### src/rtl/hamming_spi_tx_ctrl.sv
// ---------------------------------------------------------------------------
// hamming_spi_tx_ctrl
//
// Sequencer and SPI mode-0 transmitter for the serial SECDED encoder
// (hamming_enc). One 11-bit word is taken per valid/ready handshake and held
// on enc_data. The encoder step index enc_state then walks 0..14. On the
// posedge where step 14 is observed, the 16-bit packet is captured and sent
// MSB-first on the SPI link. An optional idle gap with cs_n high follows.
//
// Parameters
//   CLK_DIV     clk cycles per SCLK half-period (>= 1)
//   GAP_CYCLES  idle clk cycles with cs_n high after each frame (>= 0)
//
// Ports
//   clk, rst_n   clock; asynchronous active-low reset
//   in_valid     host word valid
//   in_data      host word (11 bits)
//   in_ready     word can be accepted (IDLE only; low while in reset)
//   enc_data     word driven to the encoder, stable from accept to next accept
//   enc_state    encoder step index (15 = idle/clear)
//   enc_packet   16-bit encoded packet returned by the encoder
//   spi_sclk     SPI clock, idles low
//   spi_mosi     SPI data, MSB first
//   spi_cs_n     SPI chip select, active low
//   busy         high in every state except IDLE
//   pkt_count    completed frames, wraps at 16'hFFFF
// ---------------------------------------------------------------------------
module hamming_spi_tx_ctrl #(
    parameter int CLK_DIV    = 2,
    parameter int GAP_CYCLES = 2
) (
    input  logic        clk,
    input  logic        rst_n,
    input  logic        in_valid,
    input  logic [10:0] in_data,
    output logic        in_ready,
    output logic [10:0] enc_data,
    output logic [3:0]  enc_state,
    input  logic [15:0] enc_packet,
    output logic        spi_sclk,
    output logic        spi_mosi,
    output logic        spi_cs_n,
    output logic        busy,
    output logic [15:0] pkt_count
);

    localparam int DIV_W = (CLK_DIV > 1) ? $clog2(CLK_DIV) : 1;
    localparam int GAP_W = (GAP_CYCLES > 1) ? $clog2(GAP_CYCLES) : 1;
    localparam logic [DIV_W-1:0] DIV_LAST = DIV_W'(CLK_DIV - 1);
    // When GAP_CYCLES is 0 the GAP state is never entered; the value is unused.
    localparam logic [GAP_W-1:0] GAP_LAST = GAP_W'((GAP_CYCLES > 0) ? GAP_CYCLES - 1 : 0);

    typedef enum logic [1:0] {
        S_IDLE   = 2'd0,
        S_ENCODE = 2'd1,
        S_SHIFT  = 2'd2,
        S_GAP    = 2'd3
    } state_t;

    state_t            state_q,     state_d;
    logic [10:0]       enc_data_q,  enc_data_d;
    logic [3:0]        enc_state_q, enc_state_d;
    logic              sclk_q,      sclk_d;
    logic              mosi_q,      mosi_d;
    logic              cs_n_q,      cs_n_d;
    logic [15:0]       pkt_count_q, pkt_count_d;
    // Bit 15 of the packet goes straight onto mosi at capture, so only the
    // remaining 15 bits need to be held for shifting.
    logic [14:0]       shift_q,     shift_d;
    logic [DIV_W-1:0]  div_cnt_q,   div_cnt_d;
    logic [3:0]        bit_cnt_q,   bit_cnt_d;
    logic [GAP_W-1:0]  gap_cnt_q,   gap_cnt_d;

    always_comb begin
        state_d     = state_q;
        enc_data_d  = enc_data_q;
        enc_state_d = enc_state_q;
        sclk_d      = sclk_q;
        mosi_d      = mosi_q;
        cs_n_d      = cs_n_q;
        pkt_count_d = pkt_count_q;
        shift_d     = shift_q;
        div_cnt_d   = div_cnt_q;
        bit_cnt_d   = bit_cnt_q;
        gap_cnt_d   = gap_cnt_q;

        unique case (state_q)
            S_IDLE: begin
                enc_state_d = 4'd15;
                if (in_valid) begin
                    enc_data_d  = in_data;
                    enc_state_d = 4'd0;
                    state_d     = S_ENCODE;
                end
            end

            S_ENCODE: begin
                // Capture on step 14: both parity latches in the encoder have
                // been loaded on the preceding negedges. Moving to 15 only
                // after capture keeps the encoder from clearing early.
                if (enc_state_q == 4'd14) begin
                    shift_d     = enc_packet[14:0];
                    mosi_d      = enc_packet[15];
                    enc_state_d = 4'd15;
                    cs_n_d      = 1'b0;
                    sclk_d      = 1'b0;
                    div_cnt_d   = '0;
                    bit_cnt_d   = 4'd0;
                    state_d     = S_SHIFT;
                end else begin
                    enc_state_d = enc_state_q + 4'd1;
                end
            end

            S_SHIFT: begin
                if (div_cnt_q == DIV_LAST) begin
                    div_cnt_d = '0;
                    if (!sclk_q) begin
                        sclk_d = 1'b1;
                    end else begin
                        // Falling edge: next bit goes out (mode 0 changes data
                        // while SCLK is low).
                        sclk_d = 1'b0;
                        if (bit_cnt_q == 4'd15) begin
                            cs_n_d      = 1'b1;
                            mosi_d      = 1'b0;
                            pkt_count_d = pkt_count_q + 16'd1;
                            gap_cnt_d   = '0;
                            state_d     = (GAP_CYCLES == 0) ? S_IDLE : S_GAP;
                        end else begin
                            mosi_d    = shift_q[14];
                            shift_d   = {shift_q[13:0], 1'b0};
                            bit_cnt_d = bit_cnt_q + 4'd1;
                        end
                    end
                end else begin
                    div_cnt_d = div_cnt_q + 1'b1;
                end
            end

            S_GAP: begin
                if (gap_cnt_q == GAP_LAST) begin
                    state_d = S_IDLE;
                end else begin
                    gap_cnt_d = gap_cnt_q + 1'b1;
                end
            end

            default: state_d = S_IDLE;
        endcase
    end

    always_ff @(posedge clk or negedge rst_n) begin
        if (!rst_n) begin
            state_q     <= S_IDLE;
            enc_data_q  <= '0;
            enc_state_q <= 4'd15;
            sclk_q      <= 1'b0;
            mosi_q      <= 1'b0;
            cs_n_q      <= 1'b1;
            pkt_count_q <= '0;
            shift_q     <= '0;
            div_cnt_q   <= '0;
            bit_cnt_q   <= '0;
            gap_cnt_q   <= '0;
        end else begin
            state_q     <= state_d;
            enc_data_q  <= enc_data_d;
            enc_state_q <= enc_state_d;
            sclk_q      <= sclk_d;
            mosi_q      <= mosi_d;
            cs_n_q      <= cs_n_d;
            pkt_count_q <= pkt_count_d;
            shift_q     <= shift_d;
            div_cnt_q   <= div_cnt_d;
            bit_cnt_q   <= bit_cnt_d;
            gap_cnt_q   <= gap_cnt_d;
        end
    end

    // in_ready is gated by rst_n so it reads low while reset is held.
    assign in_ready  = rst_n && (state_q == S_IDLE);
    assign busy      = (state_q != S_IDLE);
    assign enc_data  = enc_data_q;
    assign enc_state = enc_state_q;
    assign spi_sclk  = sclk_q;
    assign spi_mosi  = mosi_q;
    assign spi_cs_n  = cs_n_q;
    assign pkt_count = pkt_count_q;

endmodule

### config.mk
export PLATFORM = sky130hd
export DESIGN_NAME = hamming_spi_tx_ctrl
export DESIGN_NICKNAME = d
export VERILOG_FILES = /design/src/rtl/hamming_spi_tx_ctrl.sv
export SDC_FILE = /design/constraint.sdc
export NUM_CORES = 1
export LEC_CHECK = 0
export ABC_CLOCK_PERIOD_IN_PS = 2600
export CORE_ASPECT_RATIO = 0.9
export CORE_MARGIN = 2
export CORE_UTILIZATION = 50
export DETAILED_ROUTE_END_ITERATION = 12
export PLACE_DENSITY_LB_ADDON = 0.05
export SYNTH_ARGS = -nofsm -noshare
export SYNTH_HDL_FRONTEND = slang
export SYNTH_SLANG_ARGS = --single-unit
export TNS_END_PERCENT = 10
### constraint.sdc
create_clock -name clk -period 2.6 [get_ports clk]
set_input_delay 0.26 -clock clk [delete_from_list [all_inputs] [get_ports clk]]
set_output_delay 0.26 -clock clk [all_outputs]
set_load 0.03 [all_outputs]
# --- After elaboration in Yosys (flattened, before gate mapping) ---
# Cells that the tools add are included.
word_totals:
  output_inout_bits: 36
  regBits: 57
  word_cells: 83
classes:
  eq_ne: 12
  muxes: 40
  n_addsub: 5
  n_reduce_logical: 15
op_table:
  columns: ["operator", "count"]
  rows:
  - ["$mux 15", 4]
  - ["$pmux 15 s2", 1]
  - ["$mux 4", 6]
  - ["$add 16x1->16 const B", 1]
  - ["$pmux 4 s2", 2]
  - ["$mux 1", 15]
  - ["$ne 2x2->1 const B", 7]
  - ["$mux 2", 6]
  - ["$reduce_and 4->1", 3]
  - ["$pmux 1 s2", 5]
  - ["$reduce_and 5->1", 2]
  - ["$add 4x1->4 const B", 2]
  - ["$eq 4x4->1 const B", 2]
  - ["$pmux 2 s4", 1]
  - ["$reduce_bool 2->1", 4]
  - ["$reduce_and 6->1", 1]
  - ["$eq 2x2->1 const B", 2]
  - ["$reduce_and 2->1", 2]
  - ["$reduce_and 3->1", 1]
  - ["$add 1x1->1 const B", 2]
  - ["$eq 2x1->1 const B", 1]
  - ["$logic_not 2->1", 1]
  - ["$logic_and 1x1->1", 1]

# --- Logic depth before layout (Yosys ltp) ---
depth:
  ltp_word: 5
  ltp_mapped: 8
  ltp_nobuf: 6

# --- Worst setup path before layout ---
# No wires, ideal clock.
synth_path:
  path_kind: "register to register"
  startpoint: "reg enc_state_q[1] (netlist: enc_state[1])"
  endpoint: "reg bit_cnt_q[3]"
  stages_incl_launch_ff: 7
  arrival_ns: 1.896
  path_buffers: 1
  setup_ns: 0.126
  slack_ns: 0.578
  required_time_ns: 2.474
  path_cell_list: "dfstp_2 -> ha_1 -> nand3_2 -> a21oi_4 -> nand3b_4 -> buf_6 -> a221o_1"
synth_via:
  elab_chain_cells: 3
synth_lines:
  columns: ["element", "line", "source"]
  rows:
  - ["from (decl)", "62", "logic [3:0] enc_state_q, enc_state_d;"]
  - ["from (signal assigned)", "169", "enc_state_q <= enc_state_d;"]
  - ["$eq 4x4->1", "101", "if (enc_state_q == 4'd14) begin"]
  - ["$ne 2x2->1 (no source line)", null, null]
  - ["$reduce_and 5->1 (no source line)", null, null]
  - ["to (signal assigned)", "176", "bit_cnt_q <= bit_cnt_d;"]
  - ["to (decl)", "71", "logic [3:0] bit_cnt_q, bit_cnt_d;"]
# No other way between the ends.
# A chain may end at the register's enable or synchronous reset.

# --- Worst setup path after layout ---
layout_path:
  startpoint: "reg state_q[0]"
  endpoint: "out in_ready"
layout_via:
  elab_chain_cells: 2
layout_lines:
  columns: ["element", "line", "source"]
  rows:
  - ["from (decl)", "60", "state_t state_q, state_d;"]
  - ["from (signal assigned)", "167", "state_q <= state_d;"]
  - ["$logic_not 2->1", "182", "assign in_ready = rst_n && (state_q == S_IDLE);"]
  - ["$logic_and 1x1->1", "182", null]
  - ["to (decl)", "36", "output logic in_ready,"]
# No other way between the ends.

==> run_results.csv <==
group,metric,value,unit
run_status,status,"complete, no violations",
clock_tree,ctsResizeCount,0,
cells_and_area,layout.nets,338,
floorplanning,die_w,83.0,um
worst_setup_path,required,2.34,ns
pwr,power.total,1.81,mW
global_routing,grt_max_degree,58,
clock_tree,path_clk_slew,0.06,ns
synth,ys_types,37,
placed_design,portBuffers,65,
synth,ys_async_sr_fraction,100,%
synth,synth_common_cells,"dfrtp_1 (52), mux2_2 (45), nand3_1 (11)",
cells_and_area,diodes,0,
placed_design,post-place-ws,0.430,ns
synth,synth.largest_area_cell,"dfrtp_1",
sta,finalMaxSlewViolations,0,
worst_setup_path,crit_buf_inv,2,
sta,finalCritPeriodShare,89.2,%
sta,setup_tns,0,ns
synth,synth_area_per_cell,12.4,um^2
cells_and_area,drive_above_1_share,23.8,%
placed_design,post-place-cells,354,
clock_tree,root_buffer,"clkbuf_8",
synth,syn_nets,267,
sta,slew_headroom,53.6,%
worst_setup_path,critPathKind,"reg2out",
synth,seq_area_frac_synth,51.0,%
clock_tree,ctsLongestPathBuffers,2,
drt,avgViaCountPerCell,5.34,
sta,rsz0062_at_grt,"no",
pwr,power-per-cell-area,485,mW/mm^2
cells_and_area,fillers,397,
drt,route.detailed.drc,0,
placed_design,place_congestion,0.824,
worst_setup_path,path_cells,"inv_1, ha_1, and2_1, clkdlybuf4s50_1",
floorplanning,initial_utilization,52.5,%
floorplanning,core,0.00535,mm^2
synth,synth_area_leaders,"dfrtp_1 (46%), mux2_2 (18%), dfstp_2 (4.7%), ha_1 (4.5%), xnor2_1 (3.1%)",
sta,fmax,431,MHz
pwr,ir_drop,396,uV
floorplanning,io_pins,66,
global_routing,overflow,0,
cells_and_area,final_cells,370,
drt,vias,1977,
drt,dr.pass1.iters,4,
clock_tree,htree_levels,3,
worst_setup_path,slowest_stage,"clkdlybuf4s50_1",
drt,drtIter0Drc,126,
clock_tree,cts_buffers,9,
synth,yosys_warnings,0,
worst_setup_path,cp_max_fo,6,
synth,ys_seq_elements,57,
worst_setup_path,startpoint_type,"flip-flop",
sta,tightestPinTransition,0.697,ns
sta,worst_clock_skew,0.00675,ns
clock_tree,cts_tree,"yes",
clock_tree,holdBufCountCts,0,
clock_tree,clk_latency,0.33,ns
worst_setup_path,reg2reg_from,"state_q[0]",
sta,hold_viol,0,
placed_design,dp_hpwl,3930,um
hold_path,hold_path.class,"in2async",
floorplanning,die_h,75.1,um
worst_setup_path,crit_path_end_kind,"primary output",
synth,synth_ff_type,"dfrtp_1",
pwr,p_leak,1.73,nW
global_routing,grt_pass1_wl,9140,um
cells_and_area,area_delta_synth_final,32.6,%
worst_setup_path,worstPathArrival,2.06,ns
drt,detail-route-antenna-nets,0,
synth,synth.most_common_cell,"dfrtp_1",
sta,min_period,2.32,ns
clock_tree,clkSinkCount,57,
global_routing,first_global_vias,1864,
sta,setup_ws,0.281,ns
sta,hold_slack,0.111,ns
drt,wl_per_cell,15.0,um
worst_setup_path,worst_r2r_path_depth,6,
floorplanning,std_cell_rows,25,
synth,netlist_area,0.00281,mm^2
global_routing,antenna_found_initial,0,
synth,synth_top_area_share,46.3,%
flow_run,maxCapViolCount,0,
worst_setup_path,critical_path.top_delay_family,"buffers and inverters",
global_routing,grt_usage,19.3,%
worst_setup_path,slowest_delay,0.67,ns
clock_tree,cts_setup_buffers,0,
sta,setup_violations,0,
worst_setup_path,reg2reg_to,"pkt_count[11]",
worst_setup_path,rrSetupSlack,0.44,ns
synth,syn_inst,227,
drt,wirelength,5550,um
floorplanning,dieArea,0.00623,mm^2
synth,synth_edf_count,0,
worst_setup_path,crit_path_start,"state_q[0]",
## registers in the layout, summed over array words and instances (netlist names)
signal and cells:
pkt_count 16, shift_q 15, enc_data 11, bit_cnt_q 4, enc_state 4, state_q 2, div_cnt_q 1, gap_cnt_q 1
spi_cs_n 1, spi_mosi 1, spi_sclk 1
## layout make-up
cell class / count / area [um^2] / area share, %
clock inverter: 2 / 35.0 / 0.941
timing repair buffer: 67 / 661 / 17.7
sequential: 57 / 1430 / 38.5
inverter: 9 / 33.8 / 0.908
clock buffer: 14 / 173 / 4.64
tap: 67 / 83.8 / 2.25
multi-input combinational: 154 / 1300 / 35.0
## power by group
part | switching (mW) | leakage [nW] | internal (mW)
Sequential | 0.00159 | 0.755 | 0.891
Clock | 0.324 | 0.107 | 0.520
Combinational | 0.0262 | 0.865 | 0.0435
Total | 0.351 | 1.73 | 1.45
## metal layers
metal / up-vias / part of all wire, % / GRT usage (%)
met2: 54 / 46 / 28.8
met1: 957 / 47 / 25.5
met4: 0 / 1.8 / 9.65
met5: - / 0 / 0
met3: 9 / 5.4 / 6.80
li1: 957 / - / -
## layout by cell type (no fill, tap or decap), types with 9 or more instances in the layout
master	synthesis	routed
clkdlybuf4s50_1	0	64
dfrtp_1	52	52
mux2_2	45	45
clkbuf_8	0	12
nand3_1	11	11
nand2_1	10	10
xnor2_1	10	10
ha_1	10	10
inv_1	9	9
## worst register-to-register path: stages (launching register included)
cell     delay (ns)
dfrtp_1        0.40
inv_1          0.15
ha_1           0.25
nand3_1        0.28
nor4_2         0.62
nand4_1        0.19
xnor2_1        0.16
## logic make-up (layout without fill, tap and decap cells)
logic type | after synthesis | after routing | synth area share [%]
AOI/OAI and AO/OA | 24 | 24 | 5.88
buffers and inverters | 16 | 92 | 2.54
muxes | 50 | 50 | 19.8
adders and majority gates | 10 | 10 | 4.46
DFF | 57 | 57 | 51.0
and+or+nand+nor | 54 | 54 | 11.3
xor gates and xnor gates | 16 | 16 | 4.99
## worst max path at each step
stage / endpoint / slack (ns) / cells past startpoint
after detailed placement: pkt_count[11] / 0.43 / 6
after floorplan: bit_cnt_q[3] / 0.58 / 6
after global routing: in_ready / 0.14 / 4
final: in_ready / 0.28 / 4
after CTS: in_ready / 0.24 / 4
after global placement: pkt_count[10] / 0.49 / 6
## through the flow
step / cell area, um^2 / util (%)
global placement: 3510 / 65.7
finish: 3720 / 69.6
CTS: 3720 / 69.6
floorplan: 2810 / -
detailed placement: 3510 / 65.7
global route: 3720 / 69.6
Power figures use the tool's default switching activity.
